File: src/rtl/arbitro_rr_4a1_32bits_if.sv
// Handshake bundle between four requesters and the round-robin arbiter of a 4:1 32-bit mux path.
// Signals: Solicitud (per-requester level request), Concesion (one-hot grant), Control (mux select),
//          Valido (grant active), Contador (cycles held by the current owner, minus one).
interface arbitro_rr_4a1_32bits_if #(
  parameter int MAX_RAFAGA = 8
);
  localparam int CW = $clog2(MAX_RAFAGA);

  logic [3:0]    Solicitud;
  logic [3:0]    Concesion;
  logic [1:0]    Control;
  logic          Valido;
  logic [CW-1:0] Contador;

  // Requester side drives requests and observes the grant.
  modport master (
    output Solicitud,
    input  Concesion, Control, Valido, Contador
  );

  // Arbiter side observes requests and drives the grant.
  modport slave (
    input  Solicitud,
    output Concesion, Control, Valido, Contador
  );
endinterface

File: src/rtl/arbitro_rr_4a1_32bits.sv
// Round-robin arbiter granting one of four requesters the 32-bit 4:1 mux path, with a bounded burst.
// Latency: grant appears one edge after a request is sampled; handover between owners has no idle cycle.
// Ports: clk, rst_n (async active-low), bus (slave modport: Solicitud in; Concesion/Control/Valido/Contador out).
module arbitro_rr_4a1_32bits #(
  parameter int MAX_RAFAGA = 8
) (
  input  logic                     clk,
  input  logic                     rst_n,
  arbitro_rr_4a1_32bits_if.slave   bus
);

  localparam int            CW      = $clog2(MAX_RAFAGA);
  localparam logic [CW-1:0] CNT_MAX = CW'(MAX_RAFAGA - 1);

  typedef enum logic {
    LIBRE   = 1'b0,
    OCUPADO = 1'b1
  } estado_t;

  estado_t       estado;
  estado_t       estado_nxt;
  logic [1:0]    puntero;
  logic [1:0]    puntero_nxt;
  logic [1:0]    control_nxt;
  logic [CW-1:0] contador_nxt;
  logic [3:0]    concesion_nxt;
  logic          valido_nxt;

  // First asserted request walking start, start+1, ... modulo 4.
  function automatic logic [1:0] primero(input logic [3:0] req, input logic [1:0] start);
    logic [1:0] idx;
    logic [1:0] res;
    logic       hallado;
    res     = start;
    hallado = 1'b0;
    for (int k = 0; k < 4; k++) begin
      idx = start + 2'(k);
      if (!hallado && req[idx]) begin
        res     = idx;
        hallado = 1'b1;
      end
    end
    return res;
  endfunction

  // State and all outputs are registered, so nothing reaches an output from Solicitud combinationally.
  always_ff @(posedge clk or negedge rst_n) begin
    if (!rst_n) begin
      estado        <= LIBRE;
      puntero       <= 2'd0;
      bus.Control   <= 2'd0;
      bus.Contador  <= '0;
      bus.Concesion <= 4'b0000;
      bus.Valido    <= 1'b0;
    end else begin
      estado        <= estado_nxt;
      puntero       <= puntero_nxt;
      bus.Control   <= control_nxt;
      bus.Contador  <= contador_nxt;
      bus.Concesion <= concesion_nxt;
      bus.Valido    <= valido_nxt;
    end
  end

  // Next state; Control doubles as the owner index while OCUPADO.
  always_comb begin
    estado_nxt   = estado;
    puntero_nxt  = puntero;
    control_nxt  = bus.Control;
    contador_nxt = bus.Contador;
    case (estado)
      LIBRE: begin
        if (|bus.Solicitud) begin
          estado_nxt   = OCUPADO;
          control_nxt  = primero(bus.Solicitud, puntero);
          contador_nxt = '0;
        end
      end
      OCUPADO: begin
        if (bus.Solicitud[bus.Control] && (bus.Contador != CNT_MAX)) begin
          contador_nxt = bus.Contador + CW'(1);
        end else begin
          // Release. Searching from owner+1 reaches the owner last, so it is
          // re-granted only when it is the sole requester (burst timeout).
          puntero_nxt  = bus.Control + 2'd1;
          contador_nxt = '0;
          if (|bus.Solicitud) begin
            control_nxt = primero(bus.Solicitud, bus.Control + 2'd1);
          end else begin
            estado_nxt  = LIBRE;
          end
        end
      end
      default: estado_nxt = LIBRE;
    endcase
  end

  // Grant outputs follow the next state; Control keeps its last value when idle.
  always_comb begin
    valido_nxt    = (estado_nxt == OCUPADO);
    concesion_nxt = 4'b0000;
    if (valido_nxt) begin
      concesion_nxt = 4'b0001 << control_nxt;
    end
  end

endmodule

File: src/flat_wrapper.sv
// flat-port wrapper written by rule: the top's interface ports become plain ports
module arbitro_rr_4a1_32bits_flat 
#(
  parameter int MAX_RAFAGA = 8
)
  (clk, rst_n, bus_Solicitud, bus_Concesion, bus_Control, bus_Valido, bus_Contador);
  arbitro_rr_4a1_32bits_if #(.MAX_RAFAGA(MAX_RAFAGA)) bus_i ();
  input  logic clk;
  input  logic rst_n;
  input wire logic [$bits(bus_i.Solicitud)-1:0] bus_Solicitud;
  output wire logic [$bits(bus_i.Concesion)-1:0] bus_Concesion;
  output wire logic [$bits(bus_i.Control)-1:0] bus_Control;
  output wire logic [$bits(bus_i.Valido)-1:0] bus_Valido;
  output wire logic [$bits(bus_i.Contador)-1:0] bus_Contador;
  assign bus_i.Solicitud = bus_Solicitud;
  assign bus_Concesion = bus_i.Concesion;
  assign bus_Control = bus_i.Control;
  assign bus_Valido = bus_i.Valido;
  assign bus_Contador = bus_i.Contador;
  arbitro_rr_4a1_32bits #(.MAX_RAFAGA(MAX_RAFAGA)) u_core (.clk(clk), .rst_n(rst_n), .bus(bus_i));
endmodule
File: config.mk
export PLATFORM = sky130hd
export DESIGN_NAME = arbitro_rr_4a1_32bits_flat
export DESIGN_NICKNAME = d
export VERILOG_FILES = /design/src/rtl/arbitro_rr_4a1_32bits_if.sv /design/src/rtl/arbitro_rr_4a1_32bits.sv /design/src/flat_wrapper.sv
export SDC_FILE = /design/constraint.sdc
export NUM_CORES = 1
export LEC_CHECK = 0
export BUFFER_PORTS_ARGS = -buffer_cell sky130_fd_sc_hd__buf_4
export CORE_UTILIZATION = 45
export CTS_CLUSTER_SIZE = 40
export DETAILED_ROUTE_END_ITERATION = 10
export PLACE_DENSITY_LB_ADDON = 0.08
export SYNTH_ARGS = -nofsm -noshare
export SYNTH_HDL_FRONTEND = slang
export SYNTH_SLANG_ARGS = --single-unit
File: constraint.sdc
create_clock -name clk -period 3.1 [get_ports clk]
set_input_delay 0.62 -clock clk [delete_from_list [all_inputs] [get_ports clk]]
set_output_delay 0.62 -clock clk [all_outputs]
set_load 0.1 [all_outputs]
After elaboration in Yosys (flattened, before gate mapping)
Index checks and enable logic that the tools add are counted.
{"block": "totals", "output_inout_bits": 10, "ff_bits": 12}
{"block": "classes", "n_mux": 56, "bitwise_logic": 2, "n_eq_ne": 2, "order_cmp": 9, "addsub": 8, "reduce_logical": 15, "shifts": 1}
{"cell": "two-way mux 1 bit", "count": 32}
{"cell": "less-than comparator 2 x 3 -> 1 bit (second input constant)", "count": 9}
{"cell": "binary-select mux 1 bit (select 2 bit)", "count": 9}
{"cell": "two-way mux 2 bit", "count": 9}
{"cell": "adder 2 bit (second input constant)", "count": 4}
{"cell": "logical AND 1 bit", "count": 7}
{"cell": "adder 2 x 1 -> 2 bit (second input constant)", "count": 3}
{"cell": "zero test 1 bit", "count": 6}
{"cell": "two-way mux 3 bit", "count": 2}
{"cell": "one-hot mux 3 bit (2 select lines)", "count": 1}
{"cell": "two-way mux 4 bit", "count": 1}
{"cell": "one-hot mux 2 bit (2 select lines)", "count": 1}
{"cell": "OR reduction 4 bit", "count": 1}
{"cell": "left shift 1 x 2 -> 4 bit (first input constant)", "count": 1}
{"cell": "adder 3 x 1 -> 3 bit (second input constant)", "count": 1}
{"cell": "inequality test 3 bit (second input constant)", "count": 1}
{"cell": "inequality test 2 x 1 -> 1 bit (second input constant)", "count": 1}
{"cell": "inverter 1 bit", "count": 2}
{"cell": "one-hot mux 1 bit (2 select lines)", "count": 1}
{"cell": "AND reduction 2 bit", "count": 1}

Longest topological paths before layout
Gate-level depths: netlist (run 1).
{"block": "depth", "ltp_word": 27, "depth_mapped": 8, "ltp_nobuf": 8}

Least setup slack after synthesis (run 1)
Ideal clock, no wire load.
{"block": "synth_path", "kind": "reg2reg", "startpoint": "register u_core.bus.Contador[1]", "endpoint": "register u_core.bus.Concesion[1]", "setup_time_ns": 0.094, "slack_ns": 0.481, "required_ns": 3.006, "t_arrival_ns": 2.525, "stages_incl_launch_ff": 9, "n_path_buf": 0, "path_cell_list": "dfrtp_1 -> ha_1 -> ha_1 -> nand2b_1 -> a2bb2oi_2 -> nor3b_4 -> a311oi_1 -> a221oi_2 -> nor4b_4"}
{"block": "synth_via", "elab_chain_cells": 6, "elab_cells_between_ends": 8, "classes_between": "eq/ne: 1; shift: 1; mux: 5; reduce/logical: 1"}
{"item": "start: declaration", "line": "arbitro_rr_4a1_32bits_if.sv:24", "source": "output Concesion, Control, Valido, Contador"}
{"item": "start signal: assignment", "line": "arbitro_rr_4a1_32bits.sv:59", "source": "bus.Contador <= contador_nxt;"}
{"item": "inequality test 3 bit", "line": "arbitro_rr_4a1_32bits.sv:80", "source": "if (bus.Solicitud[bus.Control] && (bus.Contador != CNT_MAX)) begin"}
{"item": "logical AND 1 bit", "line": "arbitro_rr_4a1_32bits.sv:80"}
{"item": "two-way mux 2 bit", "line": "arbitro_rr_4a1_32bits.sv:80"}
{"item": "one-hot mux 2 bit (2 select lines)", "line": "arbitro_rr_4a1_32bits.sv:71", "source": "case (estado)"}
{"item": "net u_core.control_nxt[0]", "line": "arbitro_rr_4a1_32bits.sv:24", "source": "logic [1:0] control_nxt;"}
{"item": "left shift 1 x 2 -> 4 bit", "line": "arbitro_rr_4a1_32bits.sv:103", "source": "concesion_nxt = 4'b0001 << control_nxt;"}
{"item": "two-way mux 4 bit", "line": "arbitro_rr_4a1_32bits.sv:102", "source": "if (valido_nxt) begin"}
{"item": "net u_core.concesion_nxt[1]", "line": "arbitro_rr_4a1_32bits.sv:26", "source": "logic [3:0] concesion_nxt;"}
{"item": "end signal: assignment", "line": "arbitro_rr_4a1_32bits.sv:60", "source": "bus.Concesion <= concesion_nxt;"}
{"item": "end: declaration", "line": "arbitro_rr_4a1_32bits_if.sv:24"}
The timed path passes the listed nets, and every way through them passes these cells.
A chain may end at the register's enable or synchronous reset.

Worst setup path in the final report (run 1)
{"block": "layout_path", "startpoint": "register u_core.bus.Control[0]", "endpoint": "register u_core.bus.Concesion[1]"}
{"block": "layout_via", "elab_chain_cells": 27, "elab_cells_between_ends": 44, "classes_between": "add/sub: 4; shift: 1; mux: 32; reduce/logical: 7"}
{"item": "start: declaration", "line": "arbitro_rr_4a1_32bits_if.sv:24"}
{"item": "start signal: assignment", "line": "arbitro_rr_4a1_32bits.sv:58", "source": "bus.Control <= control_nxt;"}
{"item": "adder 2 x 1 -> 2 bit", "line": "arbitro_rr_4a1_32bits.sv:88", "source": "control_nxt = primero(bus.Solicitud, bus.Control + 2'd1);"}
{"item": "binary-select mux 1 bit (select 2 bit)", "line": "arbitro_rr_4a1_32bits.sv:38", "source": "if (!hallado && req[idx]) begin"}
{"item": "two-way mux 1 bit (not written as such)", "line": "arbitro_rr_4a1_32bits.sv:38"}
{"item": "two-way mux 1 bit", "line": "arbitro_rr_4a1_32bits.sv:38"}
{"item": "two-way mux 1 bit", "line": "arbitro_rr_4a1_32bits.sv:87", "source": "if (|bus.Solicitud) begin"}
{"item": "two-way mux 1 bit", "line": "arbitro_rr_4a1_32bits.sv:80"}
{"item": "two-way mux 1 bit", "line": "arbitro_rr_4a1_32bits.sv:71"}
{"item": "zero test 1 bit", "line": "arbitro_rr_4a1_32bits.sv:38"}
{"item": "[... 13 more ...]"}
{"item": "two-way mux 2 bit", "line": "arbitro_rr_4a1_32bits.sv:38"}
{"item": "two-way mux 2 bit", "line": "arbitro_rr_4a1_32bits.sv:87"}
{"item": "two-way mux 2 bit", "line": "arbitro_rr_4a1_32bits.sv:80"}
{"item": "one-hot mux 2 bit (2 select lines) (*)", "line": "arbitro_rr_4a1_32bits.sv:71"}
{"item": "net u_core.control_nxt[0]", "line": "arbitro_rr_4a1_32bits.sv:24"}
{"item": "left shift 1 x 2 -> 4 bit (*)", "line": "arbitro_rr_4a1_32bits.sv:103"}
{"item": "two-way mux 4 bit (*)", "line": "arbitro_rr_4a1_32bits.sv:102"}
{"item": "net u_core.concesion_nxt[1]", "line": "arbitro_rr_4a1_32bits.sv:26"}
Mark *: on every way through the listed nets, which the timed path passes. The rest lies on a longest branch. The select of a mux whose other input is x is not followed.

==> impl_metrics.py, run 1 <==
metrics = {
    "outcome": {
        "status": "finished, final reports clean",
    },
    "timing": {
        "hold_violations": 0,
        "setup_tns_ns": 0,
        "finalSetupViolCount": 0,
        "clock.fmax_mhz": 435,
        "fin_crit_ns": 2.30,
        "fin_skew_ns": 0.00534,
        "rsz0062_at_grt": "false",
        "tightest_slew_ns": 0.546,
        "period_share_pct": 74.1,
        "max-slew-margin-rel_pct": 63.6,
        "maxSlewViolCount": 0,
    },
    "global_routing": {
        "grt_max_degree": 17,
        "grt_pass1_vias": 630,
        "grt_overflow": 0,
        "gr-usage-all-layers_pct": 19.1,
        "antenna_found_initial": 0,
        "grt_pass1_wl_mm": 2.77,
    },
    "synth": {
        "seq_area_frac_synth_pct": 35.2,
        "yosys_most_used_dff": "dfrtp_1",
        "synth_nets": 98,
        "ys_types": 38,
        "synth.ff_latch_count": 12,
        "yosysWarnings": 0,
        "syn_avg_cell_area_sq_um": 9.48,
        "synth_largest_area_cell": "dfrtp_1",
        "synth-edff-count": 0,
        "synth_area_leaders": "dfrtp_1 35%, mux2i_1 4.7%, buf_2 3.5%, o21ai_0 3.5%, nor2_1 3.5%",
        "synthArstFlopShare_pct": 100,
        "syn-cell-area_sq_um": 853,
        "synth.top_cell.area_share_pct": 35.2,
        "syn_inst": 90,
    },
    "finish": {
        "final_util_pct": 56.6,
        "fillers": 159,
        "layout.cells.non_filler": 126,
        "drive_gt1_share_pct": 28.7,
        "final_common_cell": "buf_4",
        "final_cell_mix": "15 x buf_4, 12 x dfrtp_1, 8 x nor2_1",
        "synthToLayoutAreaGrowth_pct": 15.8,
        "final_nets": 110,
        "num_antenna_cells": 0,
    },
    "setup_path": {
        "arrival_ns": 2.48,
        "cp.required_ns": 3.28,
        "startpoint_type": "register",
        "crit_buf_inv": 0,
        "path_cells": "mux2i_1, a2bb2oi_2, nor3b_4, a311oi_1, a221oi_2, nor4b_4",
        "crit_path_end_kind": "register",
        "cpPeakStageDelay_ns": 0.69,
        "critPathKind": "reg -> reg",
        "path_max_fanout": 16,
        "slowest_stage": "dfrtp_1",
        "rrSetupSlack_ns": 0.80,
        "critPathTopFamily": "flip-flops",
    },
    "floorplanning": {
        "fp.coreArea_sq_um": 1750,
        "rows": 15,
        "die_h_microns": 45.5,
        "die-width_microns": 45.5,
        "dieArea_sq_um": 2070,
        "start_util_pct": 48.9,
        "io_pins": 16,
    },
    "detailed_routing": {
        "drt-wirelength-per-cell_microns": 13.0,
        "vias": 691,
        "avgViaCountPerCell": 5.48,
        "wl_mm": 1.64,
        "drc": 0,
        "drt-initial-drc-count": 9,
        "antenna_left": 0,
        "dr.pass1.iters": 4,
    },
    "clock_tree": {
        "ctsHoldBuffers": 0,
        "cts-buffers-inserted": 3,
        "cts_tree": "built",
        "path_clk_slew_ns": 0.07,
        "htree_levels": 1,
        "postCtsResizedCells": 0,
        "clk_path_buf_depth": 2,
        "cts-root-buf": "clkbuf_4",
        "cts.sinks": 12,
        "clk_latency_ns": 0.27,
        "postCtsSetupBuffers": 0,
    },
    "job": {
        "maxCapViolCount": 0,
    },
    "placement": {
        "io_buffers": 15,
        "place.gp.congestion": 0.736,
        "dp_cells": 122,
        "hpwl_mm": 1.21,
    },
    "worst_hold_path": {
        "hold_class": "in -> async",
    },
}
==> final timing paths <==
path                                                 to                   from  depth (start not counted)
max in group asynchronous        u_core.bus.Contador[2]                  rst_n                          1
worst min-delay path            u_core.bus.Concesion[3]                  rst_n                          1
worst max-delay path            u_core.bus.Concesion[1]  u_core.bus.Control[0]                          6
worst min register to register        u_core.puntero[0]      u_core.puntero[0]                          2
worst max register to register  u_core.bus.Concesion[1]  u_core.bus.Control[0]                          6
min in group clk                      u_core.puntero[0]      u_core.puntero[0]                          2
==> area by class of cell <==
class	instances	area [sq um]	area share [%]
multi-input cells	65	489	49.5
flip-flops and latches	12	300	30.4
clock buffers	4	36.3	3.67
well taps	25	31.3	3.16
repair buffers	15	113	11.4
inverters	5	18.8	1.90
==> logic make-up after synthesis <==
| group | Yosys count | share of synthesized area, % |
|---|---|---|
| AOI/OAI and AO/OA | 26 | 22.4 |
| muxes | 7 | 9.09 |
| xor gates and xnor gates | 1 | 1.03 |
| DFF | 12 | 35.2 |
| adders and majority gates | 2 | 2.93 |
| buffers and inverters | 13 | 7.48 |
| and+or+nand+nor | 29 | 21.8 |
==> routing by layer <==
| layer | wire [microns] | global-route usage (%) | vias to the layer above |
|---|---|---|---|
| met3 | 54 | 7.14 | 0 |
| met4 | 0 | 3.64 | 0 |
| met5 | 0 | 0 | - |
| met1 | 782 | 25.2 | 334 |
| li1 | - | - | 349 |
| met2 | 806 | 30.0 | 8 |
==> sequential cells by signal, indices dropped and copies added (netlist names) <==
register and count:
u_core.bus.Contador 3, u_core.bus.Valido 1, u_core.bus.Concesion 4, u_core.puntero 2
u_core.bus.Control 2
==> metrics by stage <==
stage | worst slack [ns] | instance area (sq um) | hold slack (ns)
floorplan | 0.481 | 853 | 0.324
global placement | 0.856 | 952 | 0.462
detailed placement | 0.816 | 952 | 0.467
CTS | 0.814 | 988 | 0.168
global route | 0.593 | 988 | 0.168
finish | 0.802 | 988 | 0.170
==> Yosys cell counts (2+ instances only) <==
cell	count
and3_1	2
inv_1	5
nand2b_1	3
buf_2	6
nor3_1	2
mux2_2	2
nor2b_1	3
a22o_1	2
a211oi_1	2
dfrtp_1	12
ha_1	2
a21oi_1	4
o21ai_0	6
o221ai_1	2
nor2_1	8
nor4_1	2
nand2_1	3
mux2i_1	4
Power of run 1 is not shown: default switching activity piles up to over one toggle a cycle in this logic, so the estimate is an artifact.
==> run 2: changes to the inputs <==
==> constraint.sdc (replaced) <==
create_clock -name clk -period 2.1 [get_ports clk]
set_input_delay 0.42 -clock clk [delete_from_list [all_inputs] [get_ports clk]]
set_output_delay 0.42 -clock clk [all_outputs]
set_load 0.1 [all_outputs]
==> run 2 against run 1 <==
  * Fmax increased by 7.5%
  * Routed wire length increased by 19%
  * Global-route usage rose by 2.6 points
  * Critical path depth rose by 2
  * Highest routed layer unchanged
  * Non-clock buffer count increased by 15
  * Hold slack improved by 0.35 ns
  * Register-to-register slack worse by 0.84 ns
  * Count of clock-buffer cells in the layout stayed put
  * Via count increased by 10%
  * Critical path type unchanged
  * Utilization rose by 11 points
  * The run now ends with setup timing left
  * Largest cell class unchanged
==> impl_metrics.py, run 2 (synthesized netlist as in run 1, its figures left out) <==
metrics = {
    "outcome": {
        "violations": "setup timing",
        "status": "finished with violations",
    },
    "timing": {
        "max-slew-margin-rel_pct": 69.9,
        "period_share_pct": 102,
        "holdWs_ns": 0.524,
        "rsz0062_at_grt": "true",
        "tightest_slew_ns": 0.448,
        "maxSlewViolCount": 0,
        "fin_skew_ns": 0.00120,
        "fin_crit_ns": 2.14,
        "clock.fmax_mhz": 468,
        "finalSetupViolCount": 2,
        "hold_violations": 0,
        "setup_slack_ns": -0.0368,
    },
    "setup_path": {
        "cpMostUsedCell": "ha_4",
        "critPathKind": "reg -> reg",
        "crit_path_end_kind": "register",
        "r2r_end": "u_core.bus.Concesion[1]",
        "arrival_ns": 2.32,
        "r2r_start": "u_core.bus.Contador[1]",
        "rrSetupSlack_ns": -0.04,
        "critPathLaunch": "u_core.bus.Contador[1]",
        "slowest_stage": "dfrtp_4",
        "reg2regPathDepth": 8,
        "cpPeakStageDelay_ns": 0.49,
        "path_max_fanout": 5,
        "cp.required_ns": 2.28,
        "path_cells": "ha_4, ha_4, nand2b_4, a2bb2oi_4, nor3b_4, buf_4, a221oi_2, nor4b_4",
        "setup.worst_path.end": "u_core.bus.Concesion[1]",
        "startpoint_type": "register",
    },
    "power": {
        "irDropWorstVdd_uv": 900,
        "swShare_pct": 50.9,
        "p_leak_uw": 0.000532,
        "p_comb_share_pct": 69.0,
        "p_int_uw": 1020,
        "sequentialPowerShare_pct": 22.4,
        "power.density_nw_per_um2": 1750,
        "clkPwrFrac_pct": 8.7,
        "p_sw_uw": 1050,
    },
    "global_routing": {
        "grt_max_degree": 15,
        "gr-usage-all-layers_pct": 21.7,
        "grt_pass1_wl_mm": 3.19,
        "antenna_found_initial": 0,
        "grt_pass1_vias": 716,
        "grt_overflow": 0,
    },
    "placement": {
        "dp_cells": 129,
        "io_buffers": 15,
        "hpwl_mm": 1.33,
        "place.gp.congestion": 0.798,
    },
    "finish": {
        "synthToLayoutAreaGrowth_pct": 39.0,
        "final_common_cell": "buf_4",
        "drive_gt1_share_pct": 46.6,
        "layout.cells.non_filler": 141,
        "final_cell_mix": "29 x buf_4, 7 x nor2_1, 7 x dfrtp_1",
        "top_register": "u_core.bus.Concesion",
        "final_nets": 125,
        "final_util_pct": 68.0,
        "largest_registers": "u_core.bus.Concesion (4), u_core.bus.Contador (3)",
        "num_antenna_cells": 0,
        "largest_register_ffs": 4,
    },
    "detailed_routing": {
        "dr.pass1.iters": 4,
        "avgViaCountPerCell": 5.41,
        "drt-wirelength-per-cell_microns": 13.9,
        "drt-initial-drc-count": 18,
        "vias": 763,
        "drc": 0,
        "antenna_left": 0,
        "wl_mm": 1.96,
    },
    "job": {
        "maxCapViolCount": 0,
    },
    "clock_tree": {
        "path_clk_slew_ns": 0.07,
        "cts.sinks": 12,
        "cts-buffers-inserted": 3,
        "cts_tree": "built",
        "htree_levels": 1,
        "clk_path_buf_depth": 2,
        "cts-root-buf": "clkbuf_4",
        "clk_latency_ns": 0.27,
    },
    "floorplanning": {
        "die_h_microns": 45.5,
        "fp.coreArea_sq_um": 1750,
        "io_pins": 16,
        "start_util_pct": 48.9,
        "rows": 15,
        "dieArea_sq_um": 2070,
        "die-width_microns": 45.5,
    },
    "worst_hold_path": {
        "hold_class": "in -> async",
    },
}
-- run 2: timing repair --
item / 4_1_cts / 5_1_grt
gates resized for setup: 2 / 4
pin swaps: 1 / 3
endpoints found under the hold margin: 12 / 0
gates cloned: 0 / 0
endpoints found under the setup margin: 2 / 4
hold buffers: 1 / 0
buffers inserted: 5 / 2
-- run 2: metal layers --
metal | global-route usage (%) | wire length [microns] | up-vias
met1 | 27.8 | 898 | 366
met3 | 7.54 | 56 | 0
li1 | - | - | 384
met2 | 34.9 | 1010 | 13
met5 | 0 | 0 | -
met4 | 4.85 | 0 | 0
-- run 2: worst min-delay path by stage --
| stage | start | end | slack, ns | cells after the start |
|---|---|---|---|---|
| 2_1_floorplan | rst_n | u_core.bus.Concesion[0] | 0.12 | 0 |
| 3_3_place_gp | rst_n | u_core.bus.Concesion[2] | 0.26 | 1 |
| 3_5_place_dp | rst_n | u_core.bus.Concesion[2] | 0.26 | 1 |
| 4_1_cts | rst_n | u_core.bus.Contador[0] | 0.51 | 2 |
| 5_1_grt | rst_n | u_core.bus.Contador[0] | 0.54 | 2 |
| 6_report | rst_n | u_core.bus.Concesion[2] | 0.52 | 2 |
-- run 2: power groups by stage --
stage	Combinational (uW)	Sequential, uW	Clock (uW)
5_1_grt	1510	480	194
4_1_cts	1370	457	187
2_1_floorplan	589	890	0
6_report	1430	464	179
3_5_place_dp	1250	468	0
3_3_place_gp	1230	465	0
-- run 2: critical path: cells and delay by family, from the launching register on --
| family | cells | cell delay [ns] |
|---|---|---|
| DFF | 1 | 0.49 |
| AOI/OAI and AO/OA | 2 | 0.53 |
| adders and majority gates | 2 | 0.32 |
| buffers and inverters | 1 | 0.14 |
| and+or+nand+nor | 3 | 0.58 |
-- run 2: cell type report --
type                    count  area [sq um]
inverters                   5          18.8
multi-input cells          65           558
well taps                  25          31.3
flip-flops and latches     12           314
fillers                   142           559
clock buffers               4          36.3
repair buffers             30           228
-- run 2: metrics by stage --
step / TNS [ns] / cell area (sq um) / total power, uW / setup slack [ns]
after floorplan: -0.184 / 897 / 1480 / -0.108
after global placement: 0 / 1050 / 1700 / 0.0439
after detailed placement: -0.0455 / 1050 / 1710 / -0.0455
after CTS: 0 / 1150 / 2010 / 0.00645
after global routing: -0.350 / 1190 / 2190 / -0.146
final: -0.0558 / 1190 / 2070 / -0.0368
Note: power is estimated with default switching activity, not from simulation.
